### src/rtl/wb_per_switch.sv
// rtl/wb_per_switch.sv - single-master Wishbone switch fanning out to NUM_SLAVES address-decoded slaves
// Registered request path with per-transfer ack timeout and saturating error counter.
module wb_per_switch #(
  parameter int NUM_SLAVES = 4,
  parameter int DATA_W     = 32,
  parameter int ADDR_W     = 32,
  parameter logic [NUM_SLAVES*ADDR_W-1:0] SLAVE_BASE =
    {32'h8000_0300, 32'h8000_0200, 32'h8000_0100, 32'h8000_0000},
  parameter logic [NUM_SLAVES*ADDR_W-1:0] SLAVE_MASK = {4{32'hFFFF_FF00}},
  parameter int TIMEOUT    = 255
) (
  input  logic                         clk_i,
  input  logic                         rst_i,
  input  logic                         master_stb_i,
  input  logic                         master_we_i,
  input  logic [ADDR_W-1:0]            master_adr_i,
  input  logic [DATA_W-1:0]            master_dat_i,
  input  logic [DATA_W/8-1:0]          master_sel_i,
  output logic [DATA_W-1:0]            master_dat_o,
  output logic                         master_ack_o,
  output logic                         master_err_o,
  output logic [NUM_SLAVES-1:0]        slave_cyc_o,
  output logic [NUM_SLAVES-1:0]        slave_stb_o,
  output logic                         slave_we_o,
  output logic [ADDR_W-1:0]            slave_adr_o,
  output logic [DATA_W-1:0]            slave_dat_o,
  output logic [DATA_W/8-1:0]          slave_sel_o,
  input  logic [NUM_SLAVES*DATA_W-1:0] slave_dat_i,
  input  logic [NUM_SLAVES-1:0]        slave_ack_i,
  output logic [7:0]                   err_count_o
);

  localparam int          IDX_W     = (NUM_SLAVES > 1) ? $clog2(NUM_SLAVES) : 1;
  localparam logic [15:0] TMO_LIMIT = 16'(TIMEOUT);

  typedef enum logic [1:0] {
    S_IDLE   = 2'd0,
    S_ACTIVE = 2'd1,
    S_DONE   = 2'd2
  } state_t;

  state_t                  state, state_nxt;
  logic [IDX_W-1:0]        idx_r;
  logic [NUM_SLAVES-1:0]   stb_r;
  logic [15:0]             tmo_cnt;

  logic                    hit_any;
  logic [IDX_W-1:0]        hit_idx;
  logic [NUM_SLAVES-1:0]   hit_oh;
  logic                    sel_ack;
  logic [DATA_W-1:0]       sel_dat;
  logic                    timeout_hit;

  logic                    accept;
  logic                    finish_ack;
  logic                    finish_tmo;
  logic                    ack_nxt;
  logic                    err_nxt;

  // Scan from the top down so the lowest matching index is the one left standing.
  always_comb begin
    hit_any = 1'b0;
    hit_idx = '0;
    hit_oh  = '0;
    for (int i = NUM_SLAVES - 1; i >= 0; i--) begin
      if ((master_adr_i & SLAVE_MASK[i*ADDR_W +: ADDR_W]) ==
          (SLAVE_BASE[i*ADDR_W +: ADDR_W] & SLAVE_MASK[i*ADDR_W +: ADDR_W])) begin
        hit_any   = 1'b1;
        hit_idx   = IDX_W'(i);
        hit_oh    = '0;
        hit_oh[i] = 1'b1;
      end
    end
  end

  // Only the latched slave's ack and data are ever looked at.
  always_comb begin
    sel_ack = 1'b0;
    sel_dat = '0;
    for (int i = 0; i < NUM_SLAVES; i++) begin
      if (idx_r == IDX_W'(i)) begin
        sel_ack = slave_ack_i[i];
        sel_dat = slave_dat_i[i*DATA_W +: DATA_W];
      end
    end
  end

  assign timeout_hit = ((tmo_cnt + 16'd1) == TMO_LIMIT);

  always_ff @(posedge clk_i or negedge rst_i) begin
    if (!rst_i) begin
      state <= S_IDLE;
    end else begin
      state <= state_nxt;
    end
  end

  always_comb begin
    state_nxt = state;
    case (state)
      S_IDLE: begin
        if (master_stb_i) begin
          state_nxt = hit_any ? S_ACTIVE : S_DONE;
        end
      end
      S_ACTIVE: begin
        if (sel_ack || timeout_hit) begin
          state_nxt = S_DONE;
        end
      end
      S_DONE:  state_nxt = S_IDLE;
      default: state_nxt = S_IDLE;
    endcase
  end

  // Ack is tested before the timeout so a last-cycle ack still completes cleanly.
  always_comb begin
    accept     = 1'b0;
    finish_ack = 1'b0;
    finish_tmo = 1'b0;
    ack_nxt    = 1'b0;
    err_nxt    = 1'b0;
    case (state)
      S_IDLE: begin
        if (master_stb_i) begin
          accept  = hit_any;
          err_nxt = !hit_any;
        end
      end
      S_ACTIVE: begin
        if (sel_ack) begin
          finish_ack = 1'b1;
          ack_nxt    = 1'b1;
        end else if (timeout_hit) begin
          finish_tmo = 1'b1;
          err_nxt    = 1'b1;
        end
      end
      default: ;
    endcase
  end

  always_ff @(posedge clk_i or negedge rst_i) begin
    if (!rst_i) begin
      idx_r        <= '0;
      stb_r        <= '0;
      tmo_cnt      <= '0;
      slave_we_o   <= 1'b0;
      slave_adr_o  <= '0;
      slave_dat_o  <= '0;
      slave_sel_o  <= '0;
      master_dat_o <= '0;
      master_ack_o <= 1'b0;
      master_err_o <= 1'b0;
      err_count_o  <= '0;
    end else begin
      master_ack_o <= ack_nxt;
      master_err_o <= err_nxt;
      if (accept) begin
        idx_r       <= hit_idx;
        stb_r       <= hit_oh;
        tmo_cnt     <= '0;
        slave_we_o  <= master_we_i;
        slave_adr_o <= master_adr_i;
        slave_dat_o <= master_dat_i;
        slave_sel_o <= master_sel_i;
      end else if (state == S_ACTIVE) begin
        if (finish_ack || finish_tmo) begin
          stb_r <= '0;
        end else begin
          tmo_cnt <= tmo_cnt + 16'd1;
        end
      end
      if (finish_ack && !slave_we_o) begin
        master_dat_o <= sel_dat;
      end
      if (err_nxt && (err_count_o != 8'hFF)) begin
        err_count_o <= err_count_o + 8'd1;
      end
    end
  end

  assign slave_cyc_o = stb_r;
  assign slave_stb_o = stb_r;

endmodule

### config.mk
export PLATFORM = sky130hd
export DESIGN_NAME = wb_per_switch
export DESIGN_NICKNAME = d
export VERILOG_FILES = /design/src/rtl/wb_per_switch.sv
export SDC_FILE = /design/constraint.sdc
export NUM_CORES = 1
export LEC_CHECK = 0
export BUFFER_PORTS_ARGS = -buffer_cell sky130_fd_sc_hd__buf_4
export CELL_PAD_IN_SITES_DETAIL_PLACEMENT = 0
export CELL_PAD_IN_SITES_GLOBAL_PLACEMENT = 1
export CORE_ASPECT_RATIO = 0.6
export CORE_UTILIZATION = 37
export CTS_BUF_LIST = sky130_fd_sc_hd__clkbuf_16
export DETAILED_ROUTE_END_ITERATION = 8
export GPL_ROUTABILITY_DRIVEN = 0
export HOLD_SLACK_MARGIN = 0.15
export MAX_ROUTING_LAYER = met4
export PLACE_DENSITY_LB_ADDON = 0.05
export SLEW_MARGIN = 10
export SYNTH_ARGS = -nofsm -noshare
export SYNTH_HDL_FRONTEND = slang
export SYNTH_SLANG_ARGS = --single-unit
### constraint.sdc
create_clock -name clk_i -period 5.17 [get_ports clk_i]
set_clock_uncertainty 0.05 [all_clocks]
set_input_delay 0.2585 -clock clk_i [delete_from_list [all_inputs] [get_ports clk_i]]
set_output_delay 0.2585 -clock clk_i [all_outputs]
set_load 0.01 [all_outputs]
==> impl_metrics.csv, run 1 <==
group,metric,value,unit
run_status,outcome,"completed",
global_route,grt_pass1_vias,6316,
logic_synthesis,synth_edf_count,0,
timing,period_share,0.6215,
timing,slew_headroom,0.3913,
routing,dr_wl_met2,10070,um
place,portBuffers,322,
floorplan,fp.dieH,104.7,um
routing,m1WireLength,8743,um
global_route,grt_pass1_wl,32860,um
pwr,cellPowerDensity,260.1,nW/um2
finish,final_area,10160,um2
routing,top_layer,"met4",
place,place_area,9102,um2
routing,first_pass_iters,4,
finish,diodes,0,
timing,maxSlewViolCount,0,
worst_setup_path,slowest_delay,0.64,ns
logic_synthesis,syn_nets,788,
logic_synthesis,synth_warnings,0,
clock_tree,clockBufferDepth,2,
place,place.detailed.hpwl,15250,um
logic_synthesis,synth_top_cell_area_share,0.5198,
worst_hold_path,hold_path.class,"input port to register",
routing,wl_per_cell,17.46,um
routing,vias,5945,
routing,drc,0,
floorplan,row_count,37,
global_route,grt_util_all_layers,0.2430,
logic_synthesis,muxShareOfSynthArea,0.1837,
finish,drive_gt1_frac,0.4607,
floorplan,start_util,0.3784,
timing,rsz0062_at_grt,"no",
place,place_ws,2.071,ns
logic_synthesis,synth_area_leaders,"dfrtp_1 (52%), mux4_2 (11%), nand2_1 (9.5%)",
worst_setup_path,r2r_cells,8,
worst_setup_path,crit_required,5.45,ns
routing,wl_met3,1591,um
job,max_cap_viol_count,0,
finish,syn2layout_area_growth,56.32,%
place,place_inst,1108,
routing,wl,20760,um
worst_setup_path,crit_path_top_delay_cell,"a21boi_2",
logic_synthesis,synth_top_family_by_area,"simple AND/OR/NAND/NOR gates",
worst_setup_path,rrSetupSlack,1.96,ns
logic_synthesis,synthAdderAreaFrac,0.005776,
timing,setup_tns,0,ns
worst_setup_path,worstReg2RegStart,"tmo_cnt[1]",
worst_setup_path,crit_end,"tmo_cnt[4]",
clock_tree,clockRootBuffer,"clkbuf_16",
timing,tightest_slew,0.9130,ns
timing,setup_viol,0,
clock_tree,post_cts_buffers,0,
floorplan,io_pins,323,
timing,hold_violations,0,
pwr,p_leak,5.187,nW
worst_setup_path,worstPathMaxFanout,12,
logic_synthesis,synth_area,6499,um2
timing,clock.fmax,311.2,MHz
floorplan,die-area,18120,um2
worst_setup_path,path_cells,"ha_1, and3_1, nand4_1, mux2i_2, nand4_2, a21boi_2, inv_1, a31oi_1",
logic_synthesis,synth_ff_type,"dfrtp_1",
worst_setup_path,cp-startpoint,"tmo_cnt[1]",
logic_synthesis,synth_top_cell_by_area,"dfrtp_1",
finish,utilization,0.5915,
logic_synthesis,synth-xor-area-share,0.008086,
clock_tree,cts_tree,"done",
global_route,grt-ovfl-total,0,
logic_synthesis,synth_compound_area_frac,0.05179,
logic_synthesis,synth-seq-cells,135,
logic_synthesis,syn_inst,581,
clock_tree,clkTransAtPathRegs,0.07,ns
clock_tree,htreeDepth,4,
logic_synthesis,syn_area_per_cell,11.19,um2
routing,initialDrtViolationCount,302,
floorplan,coreArea,17180,um2
logic_synthesis,ys_seq_area_frac,0.5198,
worst_setup_path,critPathKind,"register to register",
timing,setup_slack,1.957,ns
clock_tree,cts_buffers,17,
pwr,total_power,2.642,mW
clock_tree,clk_latency,0.42,ns
logic_synthesis,async_reset_ff_frac,1.000,
routing,via_per_inst,5.000,
clock_tree,clock-sinks,135,
finish,fin_cells,1189,
global_route,grt_max_degree,100,
worst_setup_path,cp.arrival,3.50,ns
timing,whs,0.2358,ns
timing,period_needed,3.213,ns
clock_tree,post_cts_resized,0,
worst_setup_path,end_kind,"register",
global_route,grt_antenna_before_repair,0,
logic_synthesis,synth-simple-area-share,0.2023,
worst_setup_path,timing.rr.end,"tmo_cnt[4]",
worst_setup_path,critPathLaunchType,"register",
logic_synthesis,synth_cell_types,52,
floorplan,die_w,173.1,um
routing,ant_nets,0,
finish,fin_nets,1149,
pwr,vdd_drop_max,0.1906,mV
==> Yosys cell counts, types with 6 or more instances <==
library cell and number:
nand4_1 6, a21oi_1 10, and3_1 10, nor2_1 13, and2_1 23, a211o_1 9, nor4_1 8, buf_2 7
nand2_1 165, mux2_2 34, nand3_1 19, nor3_1 11, clkbuf_1 21, dfrtp_1 135, mux4_2 33
==> flip-flops by register name (all words and copies together) (netlist names) <==
register and cells:
slave_we_o 1, slave_cyc_o 4, slave_sel_o 4, tmo_cnt 16, master_ack_o 1, master_err_o 1, idx_r 2, slave_dat_o 32
err_count_o 8, state 2, slave_adr_o 32, master_dat_o 32
==> final cells by class <==
type | count | area [um2]
timing repair buffer | 378 | 2964
fill | 1438 | 7017
tap | 234 | 292.8
clock buffer | 17 | 425.4
clock inverter | 15 | 133.9
sequential | 135 | 3379
inverter | 4 | 15.01
multi-input combinational | 406 | 2948
==> kinds of logic (layout without fill, tap and decap cells) <==
family | Yosys count | count (layout)
AO/OA/AOI/OAI | 45 | 45
XOR/XNOR | 6 | 6
adder cells (fa/ha/maj) | 3 | 3
buffers and inverters | 40 | 414
flip-flops | 135 | 135
multiplexers | 73 | 73
AND/OR/NAND/NOR | 279 | 279
==> critical path: cells and delay by family, from the launching register on <==
family	cells	cell delay (ns)
mux	1	0.36
compound gates	2	0.89
buf+inv	1	0.24
simple gates	3	0.80
flops	1	0.47
fa+ha+maj	1	0.32
==> layer usage <==
metal,up-vias,track usage
li1,2774,-
met1,2900,0.2930
met2,247,0.3862
met3,24,0.07751
met4,0,0.08344
met5,-,-
==> placed cells by master, fill, tap and decap left out, drive strengths merged, types with 5 or more instances in the layout <==
| cell type | instances |
|---|---|
| a211o | 9 |
| a211oi | 6 |
| a21oi | 11 |
| a31oi | 5 |
| and2 | 23 |
| and3 | 10 |
| buf | 329 |
| clkbuf | 17 |
| dfrtp | 135 |
| dlygate4sd3 | 49 |
| inv | 13 |
| mux2 | 37 |
| mux4 | 33 |
| nand2 | 165 |
| nand3 | 19 |
| nand4 | 8 |
| nor2 | 13 |
| nor3 | 11 |
| nor4 | 8 |
| xor2 | 5 |
==> report_power, final <==
| part | switching, mW | internal [mW] |
|---|---|---|
| clock network | 0.520 | 0.634 |
| registers | 0.0494 | 1.10 |
| logic | 0.125 | 0.219 |
==> repair_timing <==
item | in CTS | in global routing
hold endpoints to repair | 152 | 0
setup endpoints to repair | 0 | 0
hold buffers | 49 | 0
==> worst min path at each step <==
stage / start / end / slack, ns / cells past startpoint
final: slave_dat_i[83] / master_dat_o[19] / 0.24 / 3
after global routing: slave_dat_i[8] / master_dat_o[8] / 0.22 / 3
after CTS: slave_dat_i[8] / master_dat_o[8] / 0.22 / 3
after detailed placement: rst_i / master_dat_o[19] / 0.38 / 1
after global placement: rst_i / master_dat_o[19] / 0.37 / 1
after floorplan: rst_i / err_count_o[0] / -0.09 / 0
(Power assumes the default switching activity.)
==> run 2, diff against run 1 <==
- CORE_UTILIZATION: 37 -> 34
- clock period: 5.17 -> 3.05 ns (I/O delays scaled with it)
==> impl_metrics.csv, run 2 (synthesis results as in run 1) <==
group,metric,value,unit
run_status,outcome,"completed",
finish,utilization,0.5866,
global_route,grt-ovfl-total,0,
timing,hold_violations,0,
timing,period_share,0.9291,
place,portBuffers,322,
worst_hold_path,hold_path.class,"input port to register",
clock_tree,clockBufferDepth,2,
pwr,p_leak,5.449,nW
clock_tree,htreeDepth,4,
finish,fin_nets,1207,
routing,wl,22070,um
global_route,grt_pass1_vias,6313,
worst_setup_path,cp-startpoint,"tmo_cnt[1]",
global_route,grt_pass1_wl,33950,um
global_route,grt_util_all_layers,0.2317,
finish,top_regs,"master_dat_o (32), slave_adr_o (32), slave_dat_o (32)",
worst_setup_path,critPathKind,"register to register",
timing,setup_slack,0.2162,ns
finish,syn2layout_area_growth,66.10,%
floorplan,die_w,180.5,um
worst_hold_path,holdPathEnd,"master_dat_o[20]",
clock_tree,clk_latency,0.42,ns
finish,final_cell_mix,"buf_4 (330), nand2_1 (165), dfrtp_1 (134), dlygate4sd3_1 (104), mux2_2 (34)",
worst_setup_path,worstReg2RegStart,"tmo_cnt[1]",
place,place_ws,0.3570,ns
routing,wl_per_cell,17.60,um
timing,period_needed,2.834,ns
finish,drive_gt1_frac,0.4383,
clock_tree,clkTransAtPathRegs,0.06,ns
job,max_cap_viol_count,0,
worst_setup_path,cp.arrival,3.12,ns
routing,ant_nets,0,
pwr,vdd_drop_max,0.3487,mV
timing,slew_headroom,0.5812,
worst_setup_path,critPathLaunchType,"register",
floorplan,io_pins,323,
worst_setup_path,timing.rr.end,"tmo_cnt[8]",
worst_setup_path,r2r_cells,8,
global_route,grt_antenna_before_repair,1,
routing,drc,0,
worst_setup_path,worstPathMaxFanout,8,
timing,whs,0.1632,ns
timing,clock.fmax,352.9,MHz
finish,mostFrequentLayoutCell,"buf_4",
timing,tightest_slew,0.6283,ns
clock_tree,clock-sinks,135,
place,place_inst,1117,
worst_setup_path,rrSetupSlack,0.22,ns
worst_hold_path,hp-start,"slave_dat_i[20]",
timing,maxSlewViolCount,0,
floorplan,fp.dieH,109.1,um
routing,initialDrtViolationCount,358,
clock_tree,clockRootBuffer,"clkbuf_16",
worst_setup_path,end_kind,"register",
routing,vias,6131,
global_route,grt_max_degree,66,
floorplan,die-area,19690,um2
timing,setup_tns,0,ns
floorplan,row_count,38,
finish,fin_cells,1254,
finish,final_area,10790,um2
pwr,total_power,4.718,mW
worst_setup_path,crit_required,3.33,ns
floorplan,start_util,0.3532,
clock_tree,cts_buffers,17,
worst_hold_path,worstHoldPathCells,3,
place,place.detailed.hpwl,15970,um
clock_tree,cts_tree,"done",
timing,rsz0062_at_grt,"no",
routing,first_pass_iters,5,
place,place_area,9145,um2
routing,via_per_inst,4.889,
floorplan,coreArea,18400,um2
pwr,cellPowerDensity,437.1,nW/um2
timing,setup_viol,0,
[run 2: worst max-delay path: stages, from the launching register on]
cell and delay, ns:
dfrtp_1 0.48, ha_1 0.37, and3_1 0.31, nand4_1 0.21, mux2i_2 0.34, nand4_2 0.30
a21boi_2 0.32, inv_1 0.17, a31oi_1 0.20
[run 2: report_power, final]
group | switching, mW | leakage (nW) | internal, mW
Combinational | 0.225 | 3.35 | 0.420
Clock | 0.895 | 0.294 | 1.24
Sequential | 0.0772 | 1.80 | 1.86
Total | 1.20 | 5.45 | 3.52
[run 2: worst max path at each step]
| stage | to | slack (ns) | cells after the start |
|---|---|---|---|
| after floorplan | err_count_o[1] | 0.77 | 7 |
| after global placement | tmo_cnt[8] | 0.50 | 8 |
| after global routing | tmo_cnt[4] | 0.09 | 8 |
| after detailed placement | tmo_cnt[8] | 0.36 | 8 |
| after CTS | tmo_cnt[4] | 0.32 | 8 |
| final | tmo_cnt[8] | 0.22 | 8 |
[run 2: routing by layer]
metal,up-vias,track usage,share of wire
met2,246,0.3599,0.48
met1,2964,0.2902,0.43
met4,0,0.06349,0.013
met5,-,-,0
li1,2894,-,-
met3,27,0.07782,0.081
[run 2: timing repair]
action,4_1_cts,5_1_grt
buffers inserted,0,0
hold buffers,104,0
resized for setup,0,0
endpoints found under the hold margin,146,0
[run 2: layout make-up]
| cell class | instances | area [um2] |
|---|---|---|
| clock inverter | 15 | 180.2 |
| inverter | 4 | 15.01 |
| tap | 240 | 300.3 |
| antenna | 1 | 2.502 |
| timing repair buffer | 436 | 3550 |
| clock buffer | 17 | 425.4 |
| fill | 1542 | 7606 |
| multi-input combinational | 406 | 2942 |
| sequential | 135 | 3379 |
==> run 3, diff against run 2 <==
- CORE_MARGIN: unset -> 2
==> impl_metrics.csv, run 3 (synthesis results as in run 1) <==
group,metric,value,unit
run_status,outcome,"completed",
timing,tightest_slew,1.078,ns
clock_tree,clockRootBuffer,"clkbuf_16",
clock_tree,cts_tree,"done",
place,place_ws,0.4775,ns
timing,hold_violations,0,
pwr,cellPowerDensity,430.7,nW/um2
global_route,grt_max_degree,115,
clock_tree,clockBufferDepth,2,
timing,setup_tns,0,ns
timing,setup_viol,0,
finish,syn2layout_area_growth,65.84,%
worst_setup_path,end_kind,"register",
routing,drc,0,
worst_hold_path,hold_path.class,"input port to register",
floorplan,fp.dieH,111.1,um
global_route,grt-ovfl-total,0,
clock_tree,clkTransAtPathRegs,0.06,ns
timing,period_needed,2.652,ns
job,max_cap_viol_count,0,
floorplan,die_w,182.5,um
floorplan,die-area,20270,um2
worst_setup_path,timing.rr.end,"slave_cyc_o[0]",
global_route,grt_pass1_wl,33260,um
global_route,grt_pass1_vias,6430,
routing,initialDrtViolationCount,330,
worst_setup_path,rrSetupSlack,0.40,ns
worst_setup_path,crit_required,3.28,ns
worst_setup_path,slowest_delay,0.48,ns
worst_setup_path,critPathKind,"register to register",
pwr,vdd_drop_max,0.3421,mV
worst_setup_path,cp.arrival,2.88,ns
timing,setup_slack,0.3984,ns
place,place.detailed.hpwl,15250,um
timing,clock.fmax,377.1,MHz
worst_setup_path,path_cells,"ha_1, and3_1, nand4_1, mux2i_2, nand4_2, a21oi_1, nor2_1",
worst_setup_path,worstReg2RegStart,"tmo_cnt[1]",
finish,seq_area,3379,um2
finish,multi_input_area,2942,um2
worst_setup_path,crit_end,"slave_cyc_o[0]",
timing,slew_headroom,0.2814,
routing,first_pass_iters,5,
routing,wl_per_cell,16.95,um
finish,fin_nets,1206,
global_route,met3_usage,0.07096,
floorplan,io_pins,323,
worst_setup_path,crit_path_top_delay_cell,"dfrtp_1",
worst_setup_path,worstPathMaxFanout,8,
global_route,grt.busiest_layer,"met2",
worst_setup_path,r2r_cells,7,
floorplan,coreArea,18880,um2
finish,mostFrequentLayoutCell,"buf_4",
clock_tree,clock-sinks,135,
global_route,grt_antenna_before_repair,0,
timing,rsz0062_at_grt,"no",
routing,ant_nets,0,
finish,final_cell_mix,"buf_4 (329), nand2_1 (165), dfrtp_1 (134), dlygate4sd3_1 (104), mux2_2 (34)",
finish,drive_gt1_frac,0.4368,
floorplan,row_count,39,
routing,wl,21320,um
clock_tree,post_cts_resized,0,
global_route,grt_util_all_layers,0.2171,
floorplan,start_util,0.3441,
pwr,p_leak,5.431,nW
routing,vias,6105,
finish,diodes,0,
clock_tree,ctsHoldBuffers,104,
clock_tree,htreeDepth,4,
worst_setup_path,cp-startpoint,"tmo_cnt[1]",
global_route,met1_usage,0.2604,
clock_tree,clk_latency,0.42,ns
clock_tree,post_cts_buffers,0,
worst_hold_path,worstHoldPathCells,3,
timing,maxSlewViolCount,0,
routing,via_per_inst,4.853,
timing,period_share,0.8694,
worst_setup_path,critPathLaunchType,"register",
clock_tree,cts_buffers,17,
global_route,grt_use_met2,0.3501,
finish,top_regs,"master_dat_o (32), slave_adr_o (32), slave_dat_o (32)",
finish,fillers,1625,
place,portBuffers,322,
run 3: cell count changes in the layout (fill, tap and decap cells not counted):
cell | previous run | this run
inv_8 | 5 | 0
inv_1 | 4 | 5
buf_4 | 330 | 329
clkinv_2 | 1 | 0
clkinv_4 | 1 | 4
inv_6 | 4 | 6
diode_2 | 1 | 0
run 3: through the flow:
| stage | instance area, um2 | util | cells | power, mW | hold WS, ns |
|---|---|---|---|---|---|
| 2_1_floorplan | 6499 | - | 581 | 2.110 | -0.1931 |
| 3_3_place_gp | 9145 | 0.4843 | 1122 | 2.482 | 0.2989 |
| 3_5_place_dp | 9145 | 0.4843 | 1122 | 2.499 | 0.3027 |
| 4_1_cts | 10780 | 0.5707 | 1258 | 4.699 | 0.1501 |
| 5_1_grt | 10780 | 0.5707 | 1258 | 4.852 | 0.1503 |
| 6_report | 10780 | 0.5707 | 1258 | 4.642 | 0.1700 |
run 3: worst max-delay path: cells and delay by family (launching register included):
| kind | cells | cell delay (ns) |
|---|---|---|
| compound gates | 1 | 0.44 |
| fa+ha+maj | 1 | 0.35 |
| flops | 1 | 0.48 |
| mux | 1 | 0.34 |
| simple gates | 4 | 0.86 |
run 3: final cells by class:
type | count | share of cell area
Timing Repair Buffer | 435 | 0.3287
Sequential cell | 135 | 0.3136
Clock inverter | 15 | 0.01544
Tap cell | 246 | 0.02856
Inverter | 4 | 0.001393
Multi-Input combinational cell | 406 | 0.2729
Clock buffer | 17 | 0.03947
run 3: report_power, final:
part           internal (mW)  total, mW  switching (mW)  leakage [nW]
Sequential              1.86       1.94          0.0800          1.80
Combinational          0.417      0.632           0.215          3.34
Clock                   1.22       2.07           0.850         0.287
run 3: routing by layer:
metal	vias to the layer above	wire, um	share of wire
li1	2883	-	-
met1	2954	9013	0.42
met2	238	10250	0.48
met3	30	1704	0.080
met4	0	351	0.016
met5	-	0	0
run 3: worst min-delay path by stage:
stage	startpoint	end	slack (ns)
4_1_cts	slave_dat_i[10]	master_dat_o[10]	0.15
2_1_floorplan	rst_i	err_count_o[0]	-0.19
3_3_place_gp	master_dat_i[0]	slave_dat_o[0]	0.30
5_1_grt	slave_dat_i[90]	master_dat_o[26]	0.15
3_5_place_dp	master_dat_i[14]	slave_dat_o[14]	0.30
6_report	slave_dat_i[69]	master_dat_o[5]	0.17
